===== src/rtl/hamming_encoder_stream.sv =====
// Streaming SECDED Hamming(8,4) encoder: one byte in, two codewords out over valid/ready,
// with optional one- or two-bit error injection applied as each codeword is loaded.
module hamming_encoder_stream #(
  parameter bit LOW_FIRST = 1'b1,
  parameter bit INJ_EN    = 1'b1
) (
  input  logic       clk,
  input  logic       rst_n,
  input  logic [7:0] in_data,
  input  logic       in_valid,
  output logic       in_ready,
  output logic [7:0] out_code,
  output logic       out_valid,
  input  logic       out_ready,
  input  logic [1:0] inj_mode,
  input  logic [2:0] inj_pos,
  output logic [7:0] word_count,
  output logic       busy
);

  typedef enum logic [1:0] {IDLE, FIRST, SECOND} state_t;

  state_t     state;
  logic [3:0] pend_nib_p0;
  logic [3:0] first_nib;
  logic [3:0] second_nib;
  logic [7:0] mask;

  // Layout {p_all, d3, d2, d1, c2, d0, c1, c0}, even overall parity in bit 7.
  function automatic logic [7:0] encode(input logic [3:0] d);
    logic [6:0] c;
    c[0] = d[0] ^ d[1] ^ d[3];
    c[1] = d[0] ^ d[2] ^ d[3];
    c[2] = d[0];
    c[3] = d[1] ^ d[2] ^ d[3];
    c[4] = d[1];
    c[5] = d[2];
    c[6] = d[3];
    return {^c, c};
  endfunction

  function automatic logic [7:0] inj_mask(input logic [1:0] mode, input logic [2:0] pos);
    logic [7:0] m;
    logic [2:0] pos_n;
    m     = '0;
    pos_n = pos + 3'd1;
    if (INJ_EN) begin
      case (mode)
        2'b01: m[pos] = 1'b1;
        2'b10: begin
          m[pos]   = 1'b1;
          m[pos_n] = 1'b1;
        end
        default: m = '0;
      endcase
    end
    return m;
  endfunction

  assign first_nib  = LOW_FIRST ? in_data[3:0] : in_data[7:4];
  assign second_nib = LOW_FIRST ? in_data[7:4] : in_data[3:0];
  assign mask       = inj_mask(inj_mode, inj_pos);
  assign in_ready   = (state == IDLE) || ((state == SECOND) && out_ready);

  // Stage p0: byte capture, codeword load and handshake bookkeeping
  always_ff @(posedge clk or negedge rst_n) begin
    if (!rst_n) begin
      state       <= IDLE;
      out_code    <= 8'h00;
      out_valid   <= 1'b0;
      busy        <= 1'b0;
      word_count  <= 8'h00;
      pend_nib_p0 <= 4'h0;
    end else begin
      if (out_valid && out_ready)
        word_count <= word_count + 8'd1;
      case (state)
        IDLE: begin
          if (in_valid) begin
            pend_nib_p0 <= second_nib;
            out_code    <= encode(first_nib) ^ mask;
            out_valid   <= 1'b1;
            busy        <= 1'b1;
            state       <= FIRST;
          end
        end
        FIRST: begin
          if (out_ready) begin
            out_code <= encode(pend_nib_p0) ^ mask;
            state    <= SECOND;
          end
        end
        SECOND: begin
          if (out_ready) begin
            if (in_valid) begin
              pend_nib_p0 <= second_nib;
              out_code    <= encode(first_nib) ^ mask;
              state       <= FIRST;
            end else begin
              out_valid <= 1'b0;
              busy      <= 1'b0;
              state     <= IDLE;
            end
          end
        end
        default: begin
          out_valid <= 1'b0;
          busy      <= 1'b0;
          state     <= IDLE;
        end
      endcase
    end
  end

endmodule


===== config.mk =====
export PLATFORM = sky130hd
export DESIGN_NAME = hamming_encoder_stream
export DESIGN_NICKNAME = d
export VERILOG_FILES = /design/src/rtl/hamming_encoder_stream.sv
export SDC_FILE = /design/constraint.sdc
export NUM_CORES = 1
export LEC_CHECK = 0
export CAP_MARGIN = 30
export CORE_MARGIN = 1.5
export CORE_UTILIZATION = 44
export CTS_CLUSTER_DIAMETER = 60
export DETAILED_ROUTE_END_ITERATION = 16
export GPL_TIMING_DRIVEN = 0
export PLACE_DENSITY = 0.86
export REMOVE_ABC_BUFFERS = 1
export SYNTH_ARGS = -nofsm -noshare
export SYNTH_HDL_FRONTEND = slang
export SYNTH_SLANG_ARGS = --single-unit
export TNS_END_PERCENT = 50

===== constraint.sdc =====
create_clock -name clk -period 1.48 [get_ports clk]
set_input_delay 0.296 -clock clk [delete_from_list [all_inputs] [get_ports clk]]
set_output_delay 0.296 -clock clk [all_outputs]
set_load 0.01 [all_outputs]

==> reports/metrics.yaml, run 1 <==
status:
  status: "complete, but fails checks"
  violations: "negative setup slack"
critical_path:
  start_kind: "flop"
  crit_fanout: 9
  crit_type: "reg2reg"
  end_kind: "flop"
  required_ns: 1.69
  crit_arrival_ns: 1.73
timing:
  fin_worst_skew_ns: 0.00138
  hold_violations: 0
  tightest_slew_ns: 0.365
  slew_viol_final: 0
  fin_crit_sh_pct: 103
  worst_slack_ns: -0.0390
  slew_headroom_pct: 75.6
  fin_crit_ns: 1.52
  rsz0062_at_grt: "true"
  setup_viol: 3
  fmax_mhz: 658
  timing.setup.tns_ns: -0.0824
drt:
  via_count: 1273
  first_pass_iters: 4
  wl_um: 3730
  drt-initial-drc-count: 32
  avgRoutedWirePerCell_um: 15.7
  postRouteAntennaNets: 0
  drc_errors: 0
  via_per_inst: 5.37
yosys:
  yosys_most_used_dff: "dfrtp_1"
  synth_area_um2: 1470
  synth_seq_area_share_pct: 39.2
  netlist-cell-type-count: 35
  synth_top_area_share_pct: 39.2
  synth_top_cell_by_area: "dfrtp_1"
  synth_cells: 142
  yosys-top-cells-area: "dfrtp_1 (39%), xnor2_1 (11%), mux2_2 (9.2%), mux2i_1 (5.5%), xor2_1 (4.8%)"
  yosys_register_bits: 23
  synth_warnings: 0
  synth-edff-count: 0
  synthArstFlopShare_pct: 100
  synth_area_per_cell_um2: 10.3
cts:
  cts_tree: "done"
  clkLatencyLatePin_ns: 0.31
  cts-htree-levels: 1
  ctsLongestPathBuffers: 2
  cts_buffers: 3
  clk_pin_slew_ns: 0.13
  numClockSinks: 23
  hold_buffers: 0
  cts_root_buf: "clkbuf_4"
place:
  placed_area_um2: 1840
  hpwl_um: 2410
  place_ws_ns: -0.944
  place_congestion: 0.785
  io_buffers: 35
floorplan:
  die_h_um: 60.7
  dieArea_um2: 3690
  io_pins: 36
  coreArea_um2: 3100
  rows: 20
  initial_utilization_pct: 47.3
  dieWidth_um: 60.7
layout:
  area_growth_pct: 52.6
  final_layout_size_suffix_gt1_share_pct: 38.9
  design_area_um2: 2240
  nNetsFinal: 215
  diodes: 0
hold_path:
  hp-class: "in2async"
power:
  p_leak_nw: 0.985
  power.density_nw_per_um2: 1700
  ir_worst_vdd_uv: 1100
  power_mw: 3.80
grt:
  grt_start_max_net_pins: 24
  grt.overflow.total: 0
  grt_pass1_wl_um: 5970
  grt_usage_pct: 21.4
  grt_pass1_vias: 1355
  antenna_found_initial: 0
run:
  drv_cap: 0
## flip-flops by register name, indices dropped and copies added, names as in the netlist
register,flops
busy,1
out_code,8
pend_nib_p0,4
state,2
word_count,8
## layout make-up
type,instances,area (µm²)
Fill cell,219,866
Inverter,8,30.0
Tap cell,44,55.1
Clock inverter,1,5.00
Multi-Input combinational cell,106,1080
Clock buffer,3,22.5
Sequential cell,23,582
Timing Repair Buffer,52,464
## worst max-delay path, cell delays in order (launching register included)
cell and delay (ns):
dfrtp_2 0.50, nand2b_4 0.20, mux2i_1 0.35, xor2_1 0.11, mux2_4 0.26
## metal layers
layer  vias up  GRT usage, %  wire length [µm]
li1        598             -                 -
met1       610          25.0              1540
met2        54          37.9              1920
met3        11          4.05               196
met4         0          9.63                67
met5         -             0                 0
## what timing repair did
action                                  CTS  global route
endpoints found under the setup margin   33            10
gates resized for setup                  80            25
buffers inserted                         13             3
pin swaps                                12            10
## report_power, final
group          leakage [nW]  internal [mW]  switching, mW
logic                 0.696           1.31           1.02
clock network        0.0177          0.101          0.200
registers             0.271          0.924          0.247
total                 0.985           2.34           1.46
## cells by family (layout without fill, tap and decap cells)
logic type,Yosys count,after routing,synth area share (%)
xor+xnor,26,26,15.5
buf+inv,13,64,4.01
simple gates,32,32,11.5
mux,20,20,14.7
flops,23,23,39.2
compound gates,24,24,11.6
fa+ha+maj,4,4,3.41
## cell usage in the layout, fill, tap and decap left out, drive strengths merged
| cell | n |
|---|---|
| clkinv | 1 |
| nor2b | 1 |
| nand3 | 4 |
| xnor2 | 18 |
| o22ai | 2 |
| clkbuf | 4 |
| and4 | 1 |
| inv | 8 |
| dfrtp | 23 |
| xor2 | 8 |
| o211a | 1 |
| dlygate4sd2 | 23 |
| nor2 | 6 |
| mux2 | 12 |
| a31o | 1 |
| nand2 | 8 |
| o21ai | 6 |
| o211ai | 3 |
| nor3 | 1 |
| nand4 | 3 |
| o21bai | 2 |
| o32ai | 2 |
| mux2i | 8 |
| and2 | 2 |
| nand4bb | 1 |
| or3 | 1 |
| ha | 4 |
| a22oi | 3 |
| clkdlybuf4s50 | 6 |
| buf | 22 |
| a21oi | 4 |
| nand2b | 3 |
| and3 | 1 |
## through the flow
step           hold slack, ns  utilization (%)  instances
2_1_floorplan        0.000409                -        137
3_3_place_gp            0.462             59.4        216
3_5_place_dp            0.475             59.4        216
4_1_cts                 0.412             67.4        233
5_1_grt                 0.247             72.1        237
6_report                0.242             72.1        237
## cells in the mapped netlist, types with 3 or more instances
library cell	n
a21oi_1	4
xnor2_1	18
mux2_2	12
a22oi_1	3
ha_1	4
o21ai_0	5
inv_1	8
nand4_1	3
nand2b_1	3
o211ai_1	3
mux2i_1	8
nand3_1	4
xor2_1	8
nand2_1	7
nor2_1	6
dfrtp_1	23
## path summary, 6_finish.rpt
check	startpoint	endpoint	slack (ns)	cells after the start
setup / recovery	state[0]	out_code[3]	-0.04	4
max in group asynchronous	rst_n	state[1]	0.82	2
setup reg to reg	state[0]	out_code[3]	-0.04	4
hold reg to reg	word_count[7]	word_count[7]	0.49	1
min in group clk	out_ready	state[0]	0.47	2
hold / removal	rst_n	word_count[4]	0.24	1
No activity file was read; power rests on OpenSTA's default activity.
==> inputs of run 2 (changes only) <==
Settings changed: CTS_CLUSTER_SIZE from default to 25.
==> results of run 2 <==
Final layout, timing and power as in run 1 (identical DEF).
==> inputs of run 3 (changes only) <==
Settings changed: GPL_TIMING_DRIVEN 0 to default.
==> reports/metrics.yaml, run 3 (synthesis results as in run 1) <==
layout:
  nNetsFinal: 236
  instances_no_fill: 258
  design_area_um2: 2320
  reg.largest.list: "out_code (8), word_count (8), pend_nib_p0 (4)"
  fillers: 240
  fin_util_pct: 74.7
  final_common_cell: "buf_4"
  diodes: 0
  mostFrequentLayoutCells: "buf_4 (35), dfrtp_1 (22), dlygate4sd2_1 (20)"
  area_growth_pct: 58.0
  final_layout_size_suffix_gt1_share_pct: 43.0
status:
  violations: "negative setup slack"
  status: "complete, but fails checks"
place:
  hpwl_um: 2700
  place_ws_ns: -0.786
  placed_area_um2: 2040
  place_inst: 242
  place_congestion: 0.775
  io_buffers: 35
cts:
  clkLatencyLatePin_ns: 0.31
  hold_buffers: 0
  cts_root_buf: "clkbuf_4"
  cts-htree-levels: 1
  numClockSinks: 23
  clk_pin_slew_ns: 0.13
  cts_buffers: 3
  cts_tree: "done"
  ctsLongestPathBuffers: 2
drt:
  wl_um: 4060
  via_count: 1356
  first_pass_iters: 4
  postRouteAntennaNets: 0
  drc_errors: 0
  via_per_inst: 5.26
  drt-initial-drc-count: 50
  avgRoutedWirePerCell_um: 15.7
timing:
  slew_viol_final: 0
  slew_headroom_pct: 79.8
  tightest_slew_ns: 0.301
  setup_viol: 4
  hold_violations: 0
  worst_slack_ns: -0.0872
  fin_worst_skew_ns: 0.00365
  hold_slack_ns: 0.338
  fmax_mhz: 638
  timing.setup.tns_ns: -0.207
  fin_crit_ns: 1.57
  rsz0062_at_grt: "true"
  fin_crit_sh_pct: 106
power:
  clock_power_share_pct: 7.4
  p_switching_mw: 1.51
  share_seq_of_total_power_pct: 28.6
  p_leak_nw: 1.04
  p_comb_share_pct: 64.0
  power_mw: 3.89
  intPower_mw: 2.38
  swShare_pct: 38.8
  power.density_nw_per_um2: 1680
  ir_worst_vdd_uv: 1230
floorplan:
  die_h_um: 60.7
  initial_utilization_pct: 47.3
  dieWidth_um: 60.7
  io_pins: 36
  dieArea_um2: 3690
  rows: 20
  coreArea_um2: 3100
critical_path:
  crit_slowest_cell: "clkdlybuf4s50_1"
  required_ns: 1.69
  r2r-start: "pend_nib_p0[3]"
  start_kind: "input pin"
  crit_type: "in2reg"
  regToRegEndpoint: "out_code[3]"
  crit_chain: "clkdlybuf4s50_1 > buf_4 > xnor2_1 > mux2i_4 > xor2_1 > mux2_2"
  startpoint: "in_data[1]"
  crit_fanout: 2
  r2r_cells: 5
  end_kind: "flop"
  max_stage_delay_ns: 0.46
  ff2ff_setup_slack_ns: -0.09
  crit_path_end: "out_code[3]"
  crit_arrival_ns: 1.78
hold_path:
  hp-class: "in2async"
grt:
  grt_usage_pct: 23.3
  grt.overflow.total: 0
  antenna_found_initial: 0
  grt_start_max_net_pins: 24
  grt_pass1_vias: 1406
  grt_pass1_wl_um: 6310
run:
  drv_cap: 0
run 3: changes by cell type in the layout (fill, tap and decap cells not counted), moves of 3 or more:
cell / before / now
dfrtp_1: 18 / 22
dlygate4sd2_1: 23 / 20
dfrtp_2: 5 / 1
buf_4: 15 / 35
mux2_4: 4 / 1
mux2_2: 8 / 11
clkdlybuf4s50_1: 6 / 10
run 3: worst min path at each step:
stage	end	slack, ns	cells after the start
2_1_floorplan	busy	0.0004	0
3_3_place_gp	word_count[7]	0.46	1
3_5_place_dp	word_count[7]	0.47	1
4_1_cts	word_count[0]	0.34	2
5_1_grt	word_count[7]	0.34	2
6_report	word_count[0]	0.34	2
run 3: power by group through the flow:
stage | sequential (mW) | clock [mW] | combinational, mW
after global routing | 1.14 | 0.327 | 2.66
after global placement | 1.14 | 0 | 2.01
final | 1.11 | 0.289 | 2.49
after detailed placement | 1.16 | 0 | 2.10
after floorplan | 1.26 | 0 | 0.993
after CTS | 1.10 | 0.302 | 2.33
run 3: area by class of cell:
cell class                      instances  area (µm²)  area share [%]
Multi-Input combinational cell        106        1030            44.5
Tap cell                               44        55.1            2.38
Clock buffer                            3        22.5           0.972
Sequential cell                        23         577            24.9
Clock inverter                          1        5.00           0.216
Timing Repair Buffer                   73         597            25.8
Inverter                                8        30.0            1.30
run 3: layer usage:
layer	wire, µm	vias up	global-route usage (%)	share of wire, %
li1	-	639	-	-
met1	1630	673	26.1	40
met2	2250	38	43.9	55
met3	132	6	5.33	3.3
met4	48	0	6.52	1.2
met5	0	-	0	0
run 3: timing repair:
| item | 4_1_cts | 5_1_grt |
|---|---|---|
| gates cloned | 0 | 0 |
| pin swaps | 22 | 13 |
| endpoints found under the setup margin | 27 | 11 |
| setup buffers | 10 | 2 |
| gates resized for setup | 70 | 14 |
run 3: worst max-delay path: cells and delay by family:
| family | cells | cell delay [ns] |
|---|---|---|
| XOR/XNOR | 2 | 0.44 |
| buffers and inverters | 2 | 0.63 |
| multiplexers | 2 | 0.41 |
